[src/rtl/lsu_pkg.sv]
// Shared definitions for the load/store unit: funct3 encodings, FSM state type
// and the address-decode helpers used to qualify and shape each access.
package lsu_pkg;

    localparam logic [2:0] F3_B  = 3'd0;
    localparam logic [2:0] F3_H  = 3'd1;
    localparam logic [2:0] F3_W  = 3'd2;
    localparam logic [2:0] F3_BU = 3'd4;
    localparam logic [2:0] F3_HU = 3'd5;

    typedef enum logic [1:0] {
        ST_IDLE = 2'd0,
        ST_REQ  = 2'd1,
        ST_WAIT = 2'd2,
        ST_DONE = 2'd3
    } lsu_state_t;

    // Unsigned variants only exist for loads; halfwords need even, words need 4-byte alignment.
    function automatic logic access_legal(input logic       we,
                                          input logic [2:0] f3,
                                          input logic [1:0] off);
        logic ok;
        case (f3)
            F3_B:    ok = 1'b1;
            F3_H:    ok = ~off[0];
            F3_W:    ok = (off == 2'b00);
            F3_BU:   ok = ~we;
            F3_HU:   ok = ~we & ~off[0];
            default: ok = 1'b0;
        endcase
        return ok;
    endfunction

    function automatic logic [3:0] byte_enable(input logic       we,
                                               input logic [2:0] f3,
                                               input logic [1:0] off);
        logic [3:0] be;
        if (!we) begin
            be = 4'b1111;
        end else begin
            case (f3)
                F3_B:    be = 4'b0001 << off;
                F3_H:    be = 4'b0011 << {off[1], 1'b0};
                default: be = 4'b1111;
            endcase
        end
        return be;
    endfunction

    function automatic logic [31:0] store_replicate(input logic [2:0]  f3,
                                                    input logic [31:0] wdata);
        logic [31:0] rep;
        case (f3)
            F3_B:    rep = {4{wdata[7:0]}};
            F3_H:    rep = {2{wdata[15:0]}};
            default: rep = wdata;
        endcase
        return rep;
    endfunction

endpackage

[src/rtl/load_store_unit_load_align.sv]
// Combinational load alignment: selects the addressed byte/halfword/word from a
// raw memory word and sign- or zero-extends it to the register width.
module load_align
    import lsu_pkg::*;
(
    input  logic [31:0] raw_word,
    input  logic [1:0]  byte_off,
    input  logic [2:0]  funct3,
    output logic [31:0] load_data
);

    logic [31:0] shifted_s;

    // Right-justify the addressed lane, then extend according to the load type.
    always_comb begin
        shifted_s = raw_word >> {byte_off, 3'b000};
        case (funct3)
            F3_B:    load_data = {{24{shifted_s[7]}}, shifted_s[7:0]};
            F3_H:    load_data = {{16{shifted_s[15]}}, shifted_s[15:0]};
            F3_BU:   load_data = {24'd0, shifted_s[7:0]};
            F3_HU:   load_data = {16'd0, shifted_s[15:0]};
            F3_W:    load_data = shifted_s;
            default: load_data = shifted_s;
        endcase
    end

endmodule

[src/rtl/load_store_unit.sv]
// Memory stage behind the ALU: issues one load/store at a time on a req/gnt/rvalid
// port, stalls the core while it is in flight and returns extended load data.
module load_store_unit
    import lsu_pkg::*;
#(
    parameter int DATA_WIDTH = 32,
    parameter int ADDR_WIDTH = 32
) (
    input  logic                  clk,
    input  logic                  rst,
    input  logic                  ex_valid,
    input  logic                  ex_we,
    input  logic [2:0]            ex_funct3,
    input  logic [ADDR_WIDTH-1:0] ex_addr,
    input  logic [DATA_WIDTH-1:0] ex_wdata,
    output logic                  lsu_stall,
    output logic                  lsu_rvalid,
    output logic [DATA_WIDTH-1:0] lsu_rdata,
    output logic                  lsu_err,
    output logic                  mem_req,
    output logic                  mem_we,
    output logic [3:0]            mem_be,
    output logic [ADDR_WIDTH-1:0] mem_addr,
    output logic [DATA_WIDTH-1:0] mem_wdata,
    input  logic                  mem_gnt,
    input  logic                  mem_rvalid,
    input  logic [DATA_WIDTH-1:0] mem_rdata
);

    lsu_state_t            state_r;
    logic [2:0]            req_f3_r;
    logic [1:0]            req_off_r;
    logic                  mem_req_r;
    logic                  mem_we_r;
    logic [3:0]            mem_be_r;
    logic [ADDR_WIDTH-1:0] mem_addr_r;
    logic [DATA_WIDTH-1:0] mem_wdata_r;
    logic                  lsu_rvalid_r;
    logic [DATA_WIDTH-1:0] lsu_rdata_r;
    logic                  lsu_err_r;

    logic                  legal_s;
    logic                  stall_s;
    logic [DATA_WIDTH-1:0] load_data_s;

    load_align u_load_align (
        .raw_word  (mem_rdata),
        .byte_off  (req_off_r),
        .funct3    (req_f3_r),
        .load_data (load_data_s)
    );

    // Access qualification and the combinational stall seen by the core.
    always_comb begin
        legal_s = access_legal(ex_we, ex_funct3, ex_addr[1:0]);
        case (state_r)
            ST_IDLE: stall_s = ex_valid & legal_s;
            ST_REQ:  stall_s = 1'b1;
            ST_WAIT: stall_s = 1'b1;
            ST_DONE: stall_s = 1'b0;
            default: stall_s = 1'b0;
        endcase
    end

    // Access FSM with its request and result registers.
    always_ff @(posedge clk or negedge rst) begin
        if (!rst) begin
            state_r      <= ST_IDLE;
            req_f3_r     <= 3'd0;
            req_off_r    <= 2'd0;
            mem_req_r    <= 1'b0;
            mem_we_r     <= 1'b0;
            mem_be_r     <= 4'd0;
            mem_addr_r   <= {ADDR_WIDTH{1'b0}};
            mem_wdata_r  <= {DATA_WIDTH{1'b0}};
            lsu_rvalid_r <= 1'b0;
            lsu_rdata_r  <= {DATA_WIDTH{1'b0}};
            lsu_err_r    <= 1'b0;
        end else begin
            lsu_rvalid_r <= 1'b0;
            lsu_err_r    <= 1'b0;
            case (state_r)
                ST_IDLE: begin
                    if (ex_valid && legal_s) begin
                        state_r     <= ST_REQ;
                        req_f3_r    <= ex_funct3;
                        req_off_r   <= ex_addr[1:0];
                        mem_req_r   <= 1'b1;
                        mem_we_r    <= ex_we;
                        mem_be_r    <= byte_enable(ex_we, ex_funct3, ex_addr[1:0]);
                        mem_addr_r  <= {ex_addr[ADDR_WIDTH-1:2], 2'b00};
                        mem_wdata_r <= ex_we ? store_replicate(ex_funct3, ex_wdata)
                                             : {DATA_WIDTH{1'b0}};
                    end else if (ex_valid) begin
                        lsu_err_r <= 1'b1;
                    end else begin
                        state_r <= ST_IDLE;
                    end
                end
                ST_REQ: begin
                    if (mem_gnt) begin
                        mem_req_r <= 1'b0;
                        if (mem_we_r) begin
                            state_r <= ST_DONE;
                        end else if (mem_rvalid) begin
                            lsu_rdata_r  <= load_data_s;
                            lsu_rvalid_r <= 1'b1;
                            state_r      <= ST_DONE;
                        end else begin
                            state_r <= ST_WAIT;
                        end
                    end else begin
                        state_r <= ST_REQ;
                    end
                end
                ST_WAIT: begin
                    if (mem_rvalid) begin
                        lsu_rdata_r  <= load_data_s;
                        lsu_rvalid_r <= 1'b1;
                        state_r      <= ST_DONE;
                    end else begin
                        state_r <= ST_WAIT;
                    end
                end
                // The instruction still shown on ex_* is the one retiring; never re-issue it.
                ST_DONE: state_r <= ST_IDLE;
                default: state_r <= ST_IDLE;
            endcase
        end
    end

    assign lsu_stall  = stall_s;
    assign lsu_rvalid = lsu_rvalid_r;
    assign lsu_rdata  = lsu_rdata_r;
    assign lsu_err    = lsu_err_r;
    assign mem_req    = mem_req_r;
    assign mem_we     = mem_we_r;
    assign mem_be     = mem_be_r;
    assign mem_addr   = mem_addr_r;
    assign mem_wdata  = mem_wdata_r;

endmodule

[config.mk]
export PLATFORM = sky130hd
export DESIGN_NAME = load_store_unit
export DESIGN_NICKNAME = d
export VERILOG_FILES = /design/src/rtl/lsu_pkg.sv /design/src/rtl/load_store_unit_load_align.sv /design/src/rtl/load_store_unit.sv
export SDC_FILE = /design/constraint.sdc
export NUM_CORES = 1
export LEC_CHECK = 0
export CAP_MARGIN = 20
export CELL_PAD_IN_SITES_DETAIL_PLACEMENT = 2
export CELL_PAD_IN_SITES_GLOBAL_PLACEMENT = 2
export CORE_MARGIN = 2
export CORE_UTILIZATION = 30
export CTS_BUF_LIST = sky130_fd_sc_hd__clkbuf_4
export DETAILED_ROUTE_END_ITERATION = 8
export PLACE_DENSITY = 0.95
export SETUP_SLACK_MARGIN = 0.2
export SLEW_MARGIN = 30
export SYNTH_ARGS = -nofsm -noshare
export SYNTH_HDL_FRONTEND = slang
export SYNTH_SLANG_ARGS = --single-unit
[constraint.sdc]
create_clock -name clk -period 5.2 [get_ports clk]
set_input_delay 0.78 -clock clk [delete_from_list [all_inputs] [get_ports clk]]
set_output_delay 0.78 -clock clk [all_outputs]
set_load 0.02 [all_outputs]
# [Yosys cells after proc, flatten, opt, wreduce, memory -nomap -nowiden]
# Cells that the tools add are included.
[classes] bitwise_logic=4 mux=27 eq_ne=14 shifts=3 n_reduce_logical=11
[ops] op="2-to-1 mux 32 bit" count=4
[ops] op="case mux 32 bit (2 select lines)" count=2
[ops] op="case mux 32 bit (4 select lines)" count=1
[ops] op="right shift 32 x 5 -> 32 bit" count=1
[ops] op="equality test 3 bit (second input constant)" count=4
[ops] op="2-to-1 mux 1 bit" count=10
[ops] op="case mux 2 bit (4 select lines)" count=1
[ops] op="case mux 4 bit (2 select lines)" count=1
[ops] op="equality test 3 x 1 -> 1 bit (second input constant)" count=2
[ops] op="zero test 3 bit" count=2
[ops] op="2-to-1 mux 2 bit" count=3
[ops] op="!= test 2 bit (second input constant)" count=3
[ops] op="AND reduction 3 bit" count=2
[ops] op="case mux 1 bit (5 select lines)" count=1
[ops] op="equality test 2 bit (second input constant)" count=2
[ops] op="zero test 2 bit" count=2
[ops] op="2-to-1 mux 4 bit" count=1
[ops] op="case mux 1 bit (2 select lines)" count=2
[ops] op="nonzero test 2 bit" count=2
[ops] op="left shift 1 x 2 -> 4 bit (first input constant)" count=1
[ops] op="left shift 2 x 2 -> 4 bit (first input constant)" count=1
[ops] op="equality test 3 x 2 -> 1 bit (second input constant)" count=1
[ops] op="!= test 3 bit (second input constant)" count=1
[ops] op="case mux 1 bit (3 select lines)" count=1
[ops] op="6 further kinds" count=8
[word_totals] regBits=109 in_bits=105 word_cells=70 output_inout_bits=105

# [Longest topological paths before layout]
[depth] depth_word=6 ltp_mapped=9 mapped_depth_nobuf=6

# [Cells and area by module]
# Synthesis repeated with hierarchy kept, for this count alone.
[unflattened] hier_cells=477 area_unflattened_um2=5923.2
[by_module_without_submodules] module="load_store_unit" seq_area_each_um2=2727.6 area_each_um2=5228.8 cells_per_inst=370 n_inst=1
[by_module_without_submodules] module="load_align" seq_area_each_um2=0.0 area_each_um2=694.4 cells_per_inst=107 n_inst=1

# [Worst setup path before layout]
# No wires, ideal clock.
[synth_timing] path_kind="in2out" from="input port ex_we" to="output port lsu_stall" arrival_ns=1.717 cell_stages=5 t_required_ns=4.420 path_buffers=1 setup_slack_ns=2.703 path_cell_list="buf_2 -> a221oi_2 -> or2_1 -> nand3_1 -> o21ai_1"
[synth_via] elab_chain_len=5
[synth_rtl] item="from (decl)" line_no="load_store_unit.sv:12" rtl="input logic ex_we,"
[synth_rtl] item="NOT 1 bit *" line_no="lsu_pkg.sv:27, lsu_pkg.sv:28"
[synth_rtl] item="bitwise AND 1 bit" line_no="lsu_pkg.sv:28" rtl="F3_HU: ok = ~we & ~off[0];"
[synth_rtl] item="case mux 1 bit (5 select lines) *" line_no="lsu_pkg.sv:23" rtl="case (f3)"
[synth_rtl] item="bitwise AND 1 bit *" line_no="load_store_unit.sv:57" rtl="ST_IDLE: stall_s = ex_valid & legal_s;"
[synth_rtl] item="case mux 1 bit (3 select lines) *" line_no="load_store_unit.sv:56" rtl="case (state_r)"
[synth_rtl] item="to (decl)" line_no="load_store_unit.sv:16" rtl="output logic lsu_stall,"
# Mark *: on every way between the ends. The rest lies on a longest branch, timed or not.

# [Worst setup path in the final report]
[layout_timing] from="input port ex_funct3[0]" to="output port lsu_stall"
[layout_via] elab_chain_len=4 word_cells_on_any_way=8
[layout_rtl] item="from (decl)" line_no="load_store_unit.sv:13" rtl="input logic [2:0] ex_funct3,"
[layout_rtl] item="equality test 3 bit (tied with other cells)" line_no="lsu_pkg.sv:23"
[layout_rtl] item="case mux 1 bit (5 select lines) *" line_no="lsu_pkg.sv:23"
[layout_rtl] item="bitwise AND 1 bit *" line_no="load_store_unit.sv:57"
[layout_rtl] item="case mux 1 bit (3 select lines) *" line_no="load_store_unit.sv:56"
# Marked as above.

==> flow_summary.toml <==
[sta]
period_share_pct = 73.40
min_period_ns = 3.817
max_freq_mhz = 262.0
fin_worst_skew_ns = 0.01618
worst_pin_slew_ns = 0.7686
maxSlewViolCount = 0
setup_viol = 0
fin_setup_tns_ns = 0
hold_viol = 0
rsz0062_at_grt = "no"
relSlewSlack_pct = 48.76

[placement]
place_inst = 899
numPortBuffers = 207
post-dp-hpwl_um = 14410
gp_congestion = 0.8230

[floorplan]
initial_utilization_pct = 30.31
rows = 49
die_h_um = 138.3
dieWidth_um = 138.3
die_area_um2 = 19120
core_area_um2 = 17840
pin_count = 210

[clocking]
post_cts_resized = 0
cts_setup_buffers = 0
cts_sinks = 109
cts_max_path_buffers = 2
clk_pin_slew_ns = 0.17
cts_max_level = 3
clk_latency_ns = 0.51
cts-buffers-inserted = 9
cts_hold_buffers = 0
clockRootBuffer = "clkbuf_4"
cts_tree = "done"

[outcome]
status = "finished, final reports clean"

[finish]
layout-drive-gt1-share_pct = 11.68
num-fill-cells = 1822
stdcell_count = 915
areaGrowthSynthToFinish_pct = 43.96
fin_util_pct = 43.64
nets = 790

[grt]
grt_antenna_before_repair = 1
grt_pass1_vias = 5249
grt_use_total_pct = 20.25
grt_pass1_wl_um = 30490
grt_max_degree = 76
overflow = 0

[synth]
synth_edf_count = 0
synth_top_cell_area_share_pct = 50.44
ys_ff_latch = 109
syn_inst = 491
synthTopCellsByArea = "dfrtp_1 (50%), mux2_4 (9.7%), nand2_1 (6.2%)"
async_flop_share_pct = 100.0
yosys_warnings = 0
synth_common_cells = "dfrtp_1 (109), nand2_1 (89), mux2_4 (35), nor2_1 (33), o21ai_1 (24)"
synth_most_common_cell = "dfrtp_1"
synth.yosys.seq_area_share_pct = 50.44
yosys.cell_types.count = 44
synth.avg_cell_area_um2 = 11.01
netlist_area_um2 = 5408
synth_ff_type = "dfrtp_1"
synth_top_area_cell = "dfrtp_1"

[route]
route.detailed.drc = 0
drt-initial-drc-count = 143
wl_per_cell_um = 20.91
route.vias.total = 4594
routed_wl_um = 19140
viasPerCell = 5.021
drtAntennaViolNets = 0
drtPass1Iterations = 6

[setup_path]
rr_worst_depth = 6
critPathLaunchType = "input pin"
r2r_slack_ns = 2.46
critical_path_arrival_ns = 3.04
cp_max_fo = 13
critical_path.reg2reg.endpoint = "lsu_rdata[15]$_DFFE_PN0P_"
cp.required_ns = 4.42
worstSetupEndpointType = "output port"
path_class = "in2out"
cp-startpoint = "ex_funct3[0]"

[pwr]
ir_drop_v = 0.0002347
p_leak_nw = 3.367
finalPower_mw = 4.534
powerDensity_nw_per_um2 = 582.4

[min_path]
holdCritPathClass = "in2async"

[job]
maxCapViolCount = 0
==> routing by layer <==
layer | wire length, um | track usage [%] | vias up | part of all wire (%)
li1 | - | - | 2096 | -
met1 | 7738 | 24.24 | 2324 | 40
met2 | 9926 | 35.96 | 153 | 52
met3 | 1161 | 5.092 | 21 | 6.1
met4 | 308 | 6.015 | 0 | 1.6
met5 | 0 | 0 | - | 0
==> registers in the layout (all words and copies together), names as in the netlist, 2 cells and up, named ones only <==
register   cells
lsu_rdata     32
mem_addr      30
req_f3_r       3
mem_wdata     32
req_off_r      2
mem_be         4
==> layout make-up <==
class | instances | area [um^2] | share of cell area (%)
Clock inverter | 6 | 78.83 | 1.013
Inverter | 5 | 18.77 | 0.2411
Timing Repair Buffer | 215 | 2133 | 27.40
Sequential cell | 109 | 2729 | 35.05
Clock buffer | 9 | 67.56 | 0.8679
Multi-Input combinational cell | 341 | 2469 | 31.71
Antenna cell | 1 | 2.502 | 0.03214
Tap cell | 229 | 286.5 | 3.680
==> worst max path at each step <==
stage,end,slack (ns)
after global routing,lsu_stall,1.20
final,lsu_stall,1.38
after global placement,lsu_stall,1.48
after CTS,lsu_stall,1.37
after floorplan,lsu_stall,2.70
after detailed placement,lsu_stall,1.37
==> cell families after synthesis <==
kind of cell             after synthesis  share of synthesized area (%)
AND/OR/NAND/NOR                      142                          11.08
AO/OA/AOI/OAI                        113                          14.46
flip-flops                           109                          50.44
multiplexers                          80                          18.83
buffers and inverters                 42                          4.188
adder cells (fa/ha/maj)                4                         0.9255
other                                  1                        0.06935
==> per-stage QoR <==
step	setup WS [ns]	instance area [um^2]	hold slack, ns
final	1.383	7785	0.2677
after global routing	1.203	7785	0.3011
after CTS	1.373	7779	0.4444
after detailed placement	1.374	7632	0.4768
after global placement	1.476	7631	0.4622
after floorplan	2.703	5411	0.4844
==> worst max-delay path, cell delays in order <==
cell and delay (ns):
clkdlybuf4s50_1 0.40, buf_4 0.20, nor4_2 0.47, or2_1 0.27, nand3_1 0.13, o21ai_1 0.14, clkdlybuf4s50_1 0.63
==> layout by cell type, fill, tap and decap left out, types with 3 or more instances in the layout <==
master           synthesis  final
a211oi_1                 7      7
clkbuf_4                 0      9
a21oi_1                 14     14
o2bb2ai_1                7      7
clkinv_2                 0      3
o211ai_1                 9      9
mux2i_1                 20     20
o311ai_1                 9      9
nand2_1                 89     89
buf_4                    4      8
o31ai_1                 16     16
mux2_1                  18     18
o21ai_0                  9      9
mux2_4                  35     35
inv_1                    5      5
o21ai_1                 24     24
dfrtp_1                109    108
a21oi_2                  7      7
nor2_1                  33     33
ha_1                     4      4
mux2_2                   6      6
nor2b_1                  9      9
clkdlybuf4s50_1          0    206
==> where the power goes <==
| group | leakage (nW) | internal [mW] | switching [mW] | total (mW) |
|---|---|---|---|---|
| clock | 0.0830 | 0.189 | 0.300 | 0.489 |
| sequential | 1.35 | 1.24 | 0.306 | 1.55 |
| combinational | 1.94 | 1.23 | 1.27 | 2.49 |
(Power assumes the default switching activity.)
